`config.mk`:
```
export PLATFORM = sky130hd
export DESIGN_NAME = ifetch_flat
export DESIGN_NICKNAME = d
export VERILOG_FILES = /design/src/rtl/ifetch_if.sv /design/src/rtl/ifetch.sv /design/src/flat_wrapper.sv
export SDC_FILE = /design/constraint.sdc
export NUM_CORES = 1
export LEC_CHECK = 0
export BUFFER_PORTS_ARGS = -buffer_cell sky130_fd_sc_hd__buf_2
export CAP_MARGIN = 10
export CELL_PAD_IN_SITES_DETAIL_PLACEMENT = 0
export CELL_PAD_IN_SITES_GLOBAL_PLACEMENT = 2
export CORE_AREA = 3 3 91 128
export DETAILED_ROUTE_END_ITERATION = 8
export DIE_AREA = 0 0 94 131
export PLACE_DENSITY_LB_ADDON = 0.1
export SLEW_MARGIN = 20
export SYNTH_ARGS = -nofsm -noshare
export SYNTH_HDL_FRONTEND = slang
export SYNTH_SLANG_ARGS = --single-unit
```
`constraint.sdc`:
```
create_clock -name clk -period 4.8 [get_ports clk]
set_input_delay 0.96 -clock clk [delete_from_list [all_inputs] [get_ports clk]]
set_output_delay 0.96 -clock clk [all_outputs]
set_load 0.02 [all_outputs]
```
`src/rtl/ifetch_if.sv`:
```
// Fetch-side bus bundle: instruction memory read channel plus the decode handoff.
// The master view belongs to ifetch, the slave view to memory/decode.
interface ifetch_if #(
  parameter int word_size = 16,
  parameter int mem_size  = 8
);
  logic                 mem_req;
  logic [mem_size-1:0]  mem_addr;
  logic                 mem_ack;
  logic [word_size-1:0] mem_rdata;
  logic [word_size-1:0] ir;
  logic [word_size-1:0] ir_pc;
  logic                 ir_valid;
  logic                 ir_ready;

  modport master (
    output mem_req, mem_addr, ir, ir_pc, ir_valid,
    input  mem_ack, mem_rdata, ir_ready
  );

  modport slave (
    input  mem_req, mem_addr, ir, ir_pc, ir_valid,
    output mem_ack, mem_rdata, ir_ready
  );
endinterface

```
`src/rtl/ifetch.sv`:
```
// ifetch: fetches the word at the PC over req/ack, buffers two {pc, word} entries for decode
// and pulses a one-word advance to the PC. Define IFETCH_TIMEOUT_EN for the memory timeout/HALT.
module ifetch #(
  parameter int word_size      = 16,
  parameter int mem_size       = 8,
  parameter int offset_size    = 4,
  parameter int timeout_cycles = 15
) (
  input  logic                   clk,
  input  logic                   rst,
  input  logic [word_size-1:0]   pc_addr,
  output logic [offset_size-1:0] offset,
  input  logic                   flush,
  output logic                   fetch_err,
  ifetch_if.master               bus
);

  typedef enum logic [1:0] {
    IDLE   = 2'd0,
    REQ    = 2'd1,
    SETTLE = 2'd2,
    HALT   = 2'd3
  } state_t;

  state_t               state_r, state_s;
  logic                 mem_req_r, mem_req_s;
  logic [mem_size-1:0]  mem_addr_r, mem_addr_s;
  logic [word_size-1:0] fetch_pc_r, fetch_pc_s;
  logic                 offset_r, offset_s;
  logic [1:0]           count_r, count_s;
  logic [word_size-1:0] head_data_r, head_data_s, head_pc_r, head_pc_s;
  logic [word_size-1:0] tail_data_r, tail_data_s, tail_pc_r, tail_pc_s;
  logic                 ir_valid_r, ir_valid_s;
  logic                 push_s, pop_s;

`ifdef IFETCH_TIMEOUT_EN
  localparam int wait_w = ($clog2(timeout_cycles + 1) < 4) ? 4 : $clog2(timeout_cycles + 1);
  logic [wait_w-1:0] wait_r, wait_s;
  logic              err_r, err_s;
`endif

  // mem_req is high exactly in REQ, so an ack outside REQ never pushes
  assign push_s = (state_r == REQ) && bus.mem_ack && !flush;
  assign pop_s  = ir_valid_r && bus.ir_ready;

  // Fetch sequencer next-state and request/advance control
  always_comb begin
    state_s    = state_r;
    mem_req_s  = mem_req_r;
    mem_addr_s = mem_addr_r;
    fetch_pc_s = fetch_pc_r;
    offset_s   = 1'b0;
`ifdef IFETCH_TIMEOUT_EN
    wait_s     = wait_r;
    err_s      = err_r;
`endif
    if (flush) begin
      state_s   = IDLE;
      mem_req_s = 1'b0;
`ifdef IFETCH_TIMEOUT_EN
      err_s     = 1'b0;
`endif
    end else begin
      case (state_r)
        IDLE: begin
          if (count_r < 2'd2) begin
            mem_addr_s = pc_addr[mem_size-1:0];
            fetch_pc_s = pc_addr;
            mem_req_s  = 1'b1;
            state_s    = REQ;
`ifdef IFETCH_TIMEOUT_EN
            wait_s     = '0;
`endif
          end else begin
            state_s = IDLE;
          end
        end
        REQ: begin
          if (bus.mem_ack) begin
            mem_req_s = 1'b0;
            offset_s  = 1'b1;
            state_s   = SETTLE;
          end else begin
`ifdef IFETCH_TIMEOUT_EN
            if (wait_r == wait_w'(timeout_cycles - 1)) begin
              mem_req_s = 1'b0;
              err_s     = 1'b1;
              state_s   = HALT;
            end else begin
              wait_s = wait_r + {{(wait_w-1){1'b0}}, 1'b1};
            end
`else
            state_s = REQ;
`endif
          end
        end
        SETTLE:  state_s = IDLE;
        HALT:    state_s = HALT;
        default: begin
          state_s   = IDLE;
          mem_req_s = 1'b0;
        end
      endcase
    end
  end

  // Two-entry buffer: head feeds decode directly, tail is zero whenever fewer than two entries
  always_comb begin
    head_data_s = head_data_r;
    head_pc_s   = head_pc_r;
    tail_data_s = tail_data_r;
    tail_pc_s   = tail_pc_r;
    count_s     = count_r;
    if (flush) begin
      head_data_s = '0;
      head_pc_s   = '0;
      tail_data_s = '0;
      tail_pc_s   = '0;
      count_s     = 2'd0;
    end else begin
      case ({push_s, pop_s})
        2'b10: begin
          if (count_r == 2'd0) begin
            head_data_s = bus.mem_rdata;
            head_pc_s   = fetch_pc_r;
          end else begin
            tail_data_s = bus.mem_rdata;
            tail_pc_s   = fetch_pc_r;
          end
          count_s = count_r + 2'd1;
        end
        2'b01: begin
          head_data_s = tail_data_r;
          head_pc_s   = tail_pc_r;
          tail_data_s = '0;
          tail_pc_s   = '0;
          count_s     = count_r - 2'd1;
        end
        2'b11: begin
          if (count_r == 2'd1) begin
            head_data_s = bus.mem_rdata;
            head_pc_s   = fetch_pc_r;
          end else begin
            head_data_s = tail_data_r;
            head_pc_s   = tail_pc_r;
            tail_data_s = bus.mem_rdata;
            tail_pc_s   = fetch_pc_r;
          end
        end
        default: count_s = count_r;
      endcase
    end
    ir_valid_s = (count_s != 2'd0);
  end

  // Sequencer registers
  always_ff @(posedge clk or negedge rst) begin
    if (!rst) begin
      state_r    <= IDLE;
      mem_req_r  <= 1'b0;
      mem_addr_r <= '0;
      fetch_pc_r <= '0;
      offset_r   <= 1'b0;
    end else begin
      state_r    <= state_s;
      mem_req_r  <= mem_req_s;
      mem_addr_r <= mem_addr_s;
      fetch_pc_r <= fetch_pc_s;
      offset_r   <= offset_s;
    end
  end

  // Buffer registers
  always_ff @(posedge clk or negedge rst) begin
    if (!rst) begin
      head_data_r <= '0;
      head_pc_r   <= '0;
      tail_data_r <= '0;
      tail_pc_r   <= '0;
      count_r     <= 2'd0;
      ir_valid_r  <= 1'b0;
    end else begin
      head_data_r <= head_data_s;
      head_pc_r   <= head_pc_s;
      tail_data_r <= tail_data_s;
      tail_pc_r   <= tail_pc_s;
      count_r     <= count_s;
      ir_valid_r  <= ir_valid_s;
    end
  end

`ifdef IFETCH_TIMEOUT_EN
  // Timeout counter and sticky error flag
  always_ff @(posedge clk or negedge rst) begin
    if (!rst) begin
      wait_r <= '0;
      err_r  <= 1'b0;
    end else begin
      wait_r <= wait_s;
      err_r  <= err_s;
    end
  end

  assign fetch_err = err_r;
`else
  assign fetch_err = 1'b0;
`endif

  assign offset       = {{(offset_size-1){1'b0}}, offset_r};
  assign bus.mem_req  = mem_req_r;
  assign bus.mem_addr = mem_addr_r;
  assign bus.ir       = head_data_r;
  assign bus.ir_pc    = head_pc_r;
  assign bus.ir_valid = ir_valid_r;

endmodule

```
`src/flat_wrapper.sv`:
```
// flat-port wrapper written by rule: the top's interface ports become plain ports
module ifetch_flat 
#(
  parameter int word_size      = 16,
  parameter int mem_size       = 8,
  parameter int offset_size    = 4,
  parameter int timeout_cycles = 15
)
  (clk, rst, pc_addr, offset, flush, fetch_err, bus_mem_req, bus_mem_addr, bus_ir, bus_ir_pc, bus_ir_valid, bus_mem_ack, bus_mem_rdata, bus_ir_ready);
  ifetch_if #(.word_size(word_size), .mem_size(mem_size)) bus_i ();
  input  logic clk;
  input  logic rst;
  input  logic [word_size-1:0] pc_addr;
  output logic [offset_size-1:0] offset;
  input  logic flush;
  output logic fetch_err;
  output wire logic [$bits(bus_i.mem_req)-1:0] bus_mem_req;
  output wire logic [$bits(bus_i.mem_addr)-1:0] bus_mem_addr;
  output wire logic [$bits(bus_i.ir)-1:0] bus_ir;
  output wire logic [$bits(bus_i.ir_pc)-1:0] bus_ir_pc;
  output wire logic [$bits(bus_i.ir_valid)-1:0] bus_ir_valid;
  input wire logic [$bits(bus_i.mem_ack)-1:0] bus_mem_ack;
  input wire logic [$bits(bus_i.mem_rdata)-1:0] bus_mem_rdata;
  input wire logic [$bits(bus_i.ir_ready)-1:0] bus_ir_ready;
  assign bus_mem_req = bus_i.mem_req;
  assign bus_mem_addr = bus_i.mem_addr;
  assign bus_ir = bus_i.ir;
  assign bus_ir_pc = bus_i.ir_pc;
  assign bus_ir_valid = bus_i.ir_valid;
  assign bus_i.mem_ack = bus_mem_ack;
  assign bus_i.mem_rdata = bus_mem_rdata;
  assign bus_i.ir_ready = bus_ir_ready;
  ifetch #(.word_size(word_size), .mem_size(mem_size), .offset_size(offset_size), .timeout_cycles(timeout_cycles)) u_core (.clk(clk), .rst(rst), .pc_addr(pc_addr), .offset(offset), .flush(flush), .fetch_err(fetch_err), .bus(bus_i));
endmodule
```
==> impl_metrics.csv, run 1 <==
group,metric,value,unit
status,status,"complete, no violations",
place,dpl.hpwl,6.07,mm
drt,routed_wl,9.86,mm
clock_network,holdBufCountCts,0,
critical_path,r2r_cells,8,
worst_hold_path,hp-class,"flop to flop",
timing,slew_violations,0,
timing,slew_headroom,32.5,%
clock_network,cts_setup_buffers,0,
drt,ant_nets,0,
clock_network,clk_latency,340,ps
drt,wl_per_cell,17.7,um
die,ioPinCount,84,
die,start_util,36.5,%
logic_synthesis,async_reset_ff_share,100,%
drt,drc,0,
critical_path,r2r_setup_slack,1860,ps
clock_network,cts_resized,0,
timing,max_freq,0.317,GHz
power_and_ir_drop,power_density,375,nW/um^2
die,core,10700,sq um
critical_path,required,5080,ps
critical_path,critPathArrivalTime,3430,ps
die,die_h,131,um
clock_network,numCtsBuffers,9,
die,die_w,94,um
place,gp_congestion,0.711,
critical_path,end_kind,"flop",
drt,vias,2873,
grt,track_usage,16.9,%
die,rows,45,
logic_synthesis,synth_edf_count,0,
place,portBuffers,79,
critical_path,cp_slowest_cell,"nor2b_4",
grt,grt_antenna_before_repair,0,
layout,drive_gt1_share,30.4,%
logic_synthesis,synth.distinct_cells,30,
timing,finClkSkew,6.09,ps
timing,hold_violations,0,
worst_hold_path,hold_depth,1,
critical_path,cp_num_buf_inv,2,
timing,tns,0,ps
layout,nNetsFinal,453,
power_and_ir_drop,vdd_drop_max,0.166,mV
grt,grt_pass1_wl,15.6,mm
critical_path,r2r_end,"u_core.bus.ir_pc[5]$_DFFE_PN0P_",
critical_path,worst-setup-path-type,"input port to flop",
drt,first_iter_violations,142,
logic_synthesis,synth_warnings,0,
timing,rsz0062_at_grt,"no",
critical_path,start_kind,"input port",
layout,final_common_cell,"dfrtp_1",
timing,worst_slew_pin_slew,1010,ps
logic_synthesis,syn_avg_cell_area,11.2,sq um
clock_network,clk_pin_slew,60,ps
clock_network,h-tree-depth,3,
timing,timing.final.crit_period,3150,ps
job,maxCapViolCount,0,
layout,area_growth,18.9,%
critical_path,cpPeakStageDelay,790,ps
timing,period_share,65.6,%
drt,first_pass_iters,4,
worst_hold_path,hp-start,"u_core.bus.ir_pc[1]$_DFFE_PN0P_",
grt,grt_max_degree,58,
critical_path,r2r-start,"u_core.state_r[1]$_DFF_PN0_",
layout,diodes,0,
logic_synthesis,ys_seq_area_share,55.7,%
clock_network,cts_root_buf,"clkbuf_16",
critical_path,path_cells,"buf_2, nand2b_1, or2_2, inv_1, ha_1, nor3_2, a21oi_1, nor2b_4, a22o_1",
power_and_ir_drop,finalPower,0.00174,W
timing,setup_viol,0,
critical_path,critPathMaxFanout,32,
logic_synthesis,synth-seq-cells,87,
clock_network,clock_sink_count,87,
logic_synthesis,synthesis.instances,349,
drt,vias_per_cell,5.17,
critical_path,crit_family,"simple AND/OR/NAND/NOR gates",
logic_synthesis,ys.flop_type,"dfrtp_1",
logic_synthesis,netlist_area,3910,sq um
layout,final_cell_mix,"dfrtp_1 (87), buf_2 (78), a22o_1 (64)",
die,die-area,12300,sq um
layout,final_util,43.4,%
clock_network,cts_tree,"built",
worst_hold_path,hold-path-endpoint,"u_core.bus.ir_pc[1]$_DFFE_PN0P_",
grt,overflow,0,
grt,first_global_vias,2847,
clock_network,cts_max_path_buffers,2,
power_and_ir_drop,p_leak,2.28,nW
layout,n_fill_cell,1062,
-- routing by layer --
metal	share of wire [%]	track usage, %
met1	44	21.5
met5	0	0
met2	49	27.6
met4	1.7	6.04
met3	5.0	4.70
-- synthesized netlist by cell type (2+ instances only) --
| master | instances | share of area, % |
|---|---|---|
| buf_1 | 2 | 0.19 |
| a21oi_1 | 37 | 4.7 |
| a22o_1 | 64 | 14 |
| buf_6 | 4 | 1.2 |
| mux2_2 | 16 | 4.6 |
| nand2b_1 | 3 | 0.48 |
| buf_2 | 9 | 1.2 |
| nand3_1 | 32 | 4.1 |
| inv_1 | 6 | 0.58 |
| clkbuf_1 | 11 | 1.1 |
| nor2_1 | 8 | 0.77 |
| nand2_1 | 36 | 3.5 |
| dfrtp_1 | 87 | 56 |
| buf_4 | 13 | 2.5 |
| ha_1 | 6 | 1.9 |
-- worst max-delay path by stage --
| stage | startpoint | slack, ps | cells past startpoint | endpoint |
|---|---|---|---|---|
| floorplan | flush | 2170 | 9 | u_core.tail_data_r[15]$_DFFE_PN0P_ |
| global placement | flush | 1300 | 9 | u_core.bus.ir[2]$_DFFE_PN0P_ |
| detailed placement | flush | 1260 | 9 | u_core.bus.ir_pc[5]$_DFFE_PN0P_ |
| CTS | flush | 1620 | 9 | u_core.bus.ir_pc[5]$_DFFE_PN0P_ |
| global route | flush | 1470 | 9 | u_core.bus.ir_pc[15]$_DFFE_PN0P_ |
| finish | flush | 1650 | 9 | u_core.bus.ir_pc[5]$_DFFE_PN0P_ |
-- through the flow --
| stage | hold slack, ps | instance area (sq um) | setup slack, ps | cells |
|---|---|---|---|---|
| floorplan | 497 | 3920 | 2170 | 352 |
| global placement | 485 | 4350 | 1300 | 540 |
| detailed placement | 490 | 4350 | 1260 | 540 |
| CTS | 504 | 4640 | 1620 | 556 |
| global route | 518 | 4640 | 1470 | 556 |
| finish | 496 | 4640 | 1650 | 556 |
-- report_power, final --
| group | leakage [nW] | total, W | internal, W | switching [W] |
|---|---|---|---|---|
| sequential | 1.17 | 0.000819 | 0.000782 | 0.0000377 |
| combinational | 0.972 | 0.000223 | 0.0000974 | 0.000125 |
| clock | 0.144 | 0.000699 | 0.000414 | 0.000285 |
| total | 2.28 | 0.00174 | 0.00129 | 0.000448 |
-- cell type report --
class,instances,area (sq um),area share (%)
clock buffers,10,239,5.15
clock inverters,6,60.1,1.29
inverters,6,22.5,0.485
multi-input cells,219,1510,32.5
flip-flops and latches,87,2180,46.9
well taps,141,176,3.80
repair buffers,87,458,9.86
-- cells by family (layout without fill, tap and decap cells) --
family                     after synthesis  in the layout  share of synthesized area [%]
buffers and inverters                   46            109                           6.76
and+or+nand+nor                         85             85                           10.2
DFF                                     87             87                           55.7
other                                    1              4                         0.0960
muxes                                   17             17                           4.87
AOI/OAI and AO/OA                      107            107                           20.4
adders and majority gates                6              6                           1.92
-- registers in the layout, indices dropped and copies added (netlist names) --
register,count
u_core.bus.ir_valid,1
u_core.bus.ir_pc,16
u_core.tail_data_r,16
u_core.tail_pc_r,16
u_core.bus.mem_req,1
u_core.fetch_pc_r,16
u_core.count_r,2
u_core.bus.ir,16
u_core.state_r,2
u_core.offset_r,1
Power figures use the tool's default switching activity.
==> inputs of run 2 (changes only) <==
--- a/config.mk
+++ b/config.mk
@@ -9,9 +9,9 @@
 export CAP_MARGIN = 10
 export CELL_PAD_IN_SITES_DETAIL_PLACEMENT = 0
 export CELL_PAD_IN_SITES_GLOBAL_PLACEMENT = 2
-export CORE_AREA = 3 3 91 128
+export CORE_AREA = 3 3 94 132
 export DETAILED_ROUTE_END_ITERATION = 8
-export DIE_AREA = 0 0 94 131
+export DIE_AREA = 0 0 97 135
 export PLACE_DENSITY_LB_ADDON = 0.1
 export SLEW_MARGIN = 20
 export SYNTH_ARGS = -nofsm -noshare
==> constraint.sdc (replaced) <==
create_clock -name clk -period 3.2 [get_ports clk]
set_input_delay 0.64 -clock clk [delete_from_list [all_inputs] [get_ports clk]]
set_output_delay 0.64 -clock clk [all_outputs]
set_load 0.02 [all_outputs]
==> run 2 against run 1 <==
  * Sequential cell count unchanged
  * Sequential share of layout area shrank 0.59 points
  * Hold slack lost 220 ps
  * Via count up 1.5%
  * Critical path type is now flop to flop
  * Sequential power rose by 50%
  * Cell count increased by 1.6%
  * Largest power group unchanged
==> impl_metrics.csv, run 2 (synthesized netlist as in run 1, its figures left out) <==
group,metric,value,unit
status,status,"complete, no violations",
clock_network,cts_max_path_buffers,2,
die,ioPinCount,84,
job,maxCapViolCount,0,
drt,drc,0,
power_and_ir_drop,sw_frac_of_total,26.2,%
layout,design_area,4700,sq um
die,die_w,97,um
worst_hold_path,hp-class,"input port to asynchronous set/reset pin",
layout,final_cell_mix,"dfrtp_1 (87), buf_2 (78), a22o_1 (64)",
grt,grt_pass1_wl,16.0,mm
power_and_ir_drop,p_clk_share,39.0,%
die,start_util,34.5,%
grt,track_usage,15.7,%
power_and_ir_drop,switchingPower,0.000672,W
place,place_area,4420,sq um
critical_path,end_kind,"flop",
critical_path,worst-setup-path-type,"flop to flop",
layout,final_common_cell,"dfrtp_1",
clock_network,clock_sink_count,87,
clock_network,cts_root_buf,"clkbuf_16",
die,core,11300,sq um
timing,period_share,82.9,%
timing,hold_violations,0,
die,die_h,135,um
die,die-area,13100,sq um
timing,finClkSkew,5.15,ps
clock_network,holdBufCountCts,0,
layout,multi_input_comb_area,1510,sq um
layout,n_fill_cell,1120,
critical_path,start_kind,"flop",
drt,vias,2917,
drt,vias_per_cell,5.16,
power_and_ir_drop,p_leak,2.32,nW
timing,setup_viol,0,
place,dpl.hpwl,6.30,mm
clock_network,h-tree-depth,3,
drt,first_iter_violations,147,
die,rows,46,
layout,area_growth,20.4,%
layout,drive_gt1_share,31.4,%
power_and_ir_drop,pwr-share-seq,47.9,%
layout,seq_area,2180,sq um
power_and_ir_drop,power_density,544,nW/um^2
timing,worst_slew_pin_slew,848,ps
layout,diodes,0,
grt,grt_antenna_before_repair,0,
place,gp_congestion,0.673,
grt,overflow,0,
critical_path,critPathArrivalTime,2920,ps
place,portBuffers,79,
power_and_ir_drop,p_comb_share,13.1,%
grt,grt_max_degree,42,
clock_network,cts_resized,0,
clock_network,clk_pin_slew,60,ps
power_and_ir_drop,intPower,0.00189,W
drt,wl_per_cell,17.4,um
timing,tns,0,ps
timing,timing.hold.ws,278,ps
drt,first_pass_iters,4,
timing,slew_violations,0,
clock_network,cts_setup_buffers,0,
critical_path,critPathMaxFanout,32,
grt,first_global_vias,2908,
drt,ant_nets,0,
clock_network,numCtsBuffers,9,
timing,rsz0062_at_grt,"no",
layout,nNetsFinal,459,
critical_path,required,3470,ps
timing,timing.final.crit_period,2650,ps
timing,max_freq,0.377,GHz
clock_network,clk_latency,340,ps
power_and_ir_drop,vdd_drop_max,0.231,mV
timing,slew_headroom,43.3,%
drt,routed_wl,9.85,mm
clock_network,cts_tree,"built",
## run 2: metrics by stage
step	setup WS (ps)	power (W)	util (%)	std cells
2_1_floorplan	888	0.00149	-	352
3_3_place_gp	317	0.00159	39.0	549
3_5_place_dp	239	0.00159	39.0	549
4_1_cts	481	0.00262	41.5	565
5_1_grt	343	0.00270	41.5	565
6_report	546	0.00256	41.5	565
## run 2: layout make-up
cell class | count | share of cell area [%]
Clock buffer | 11 | 5.37
Clock inverter | 5 | 0.665
Timing Repair Buffer | 93 | 11.2
Multi-Input combinational cell | 219 | 32.1
Inverter | 6 | 0.479
Sequential cell | 87 | 46.3
Tap cell | 144 | 3.83
## run 2: power by group through the flow
stage / sequential [W] / combinational (W) / clock, W
global placement: 0.00125 / 0.000341 / 0
global route: 0.00124 / 0.000370 / 0.00109
CTS: 0.00123 / 0.000344 / 0.00104
finish: 0.00123 / 0.000335 / 0.000998
floorplan: 0.00126 / 0.000233 / 0
detailed placement: 0.00125 / 0.000345 / 0
## run 2: path summary, 6_finish.rpt
path | startpoint | end | slack [ps] | cells after the start
worst max-delay path | u_core.state_r[1]$_DFF_PN0_ | u_core.bus.ir[12]$_DFFE_PN0P_ | 550 | 7
worst min-delay path | rst | u_core.bus.ir_valid$_DFF_PN0_ | 280 | 1
worst max register to register | u_core.state_r[1]$_DFF_PN0_ | u_core.bus.ir[12]$_DFFE_PN0P_ | 550 | 7
worst min register to register | u_core.bus.ir[8]$_DFFE_PN0P_ | u_core.bus.ir[8]$_DFFE_PN0P_ | 500 | 1
max in group asynchronous | rst | u_core.bus.ir_pc[14]$_DFFE_PN0P_ | 2180 | 2
min in group clk | u_core.bus.ir[8]$_DFFE_PN0P_ | u_core.bus.ir[8]$_DFFE_PN0P_ | 500 | 1
## run 2: metal layers
| layer | vias to the layer above | share of wire [%] | global-route usage (%) |
|---|---|---|---|
| met5 | - | 0 | 0 |
| met4 | 0 | 2.7 | 7.96 |
| met3 | 17 | 4.0 | 2.74 |
| met2 | 68 | 51 | 26.0 |
| met1 | 1456 | 43 | 19.9 |
| li1 | 1376 | - | - |
## run 2: worst max-delay path: stages (launching register included)
cell and delay (ps):
dfrtp_1 440, nand2b_1 200, or2_2 320, ha_1 230, nor3_2 330, a21oi_1 140, nor2_4 670, a22o_1 260
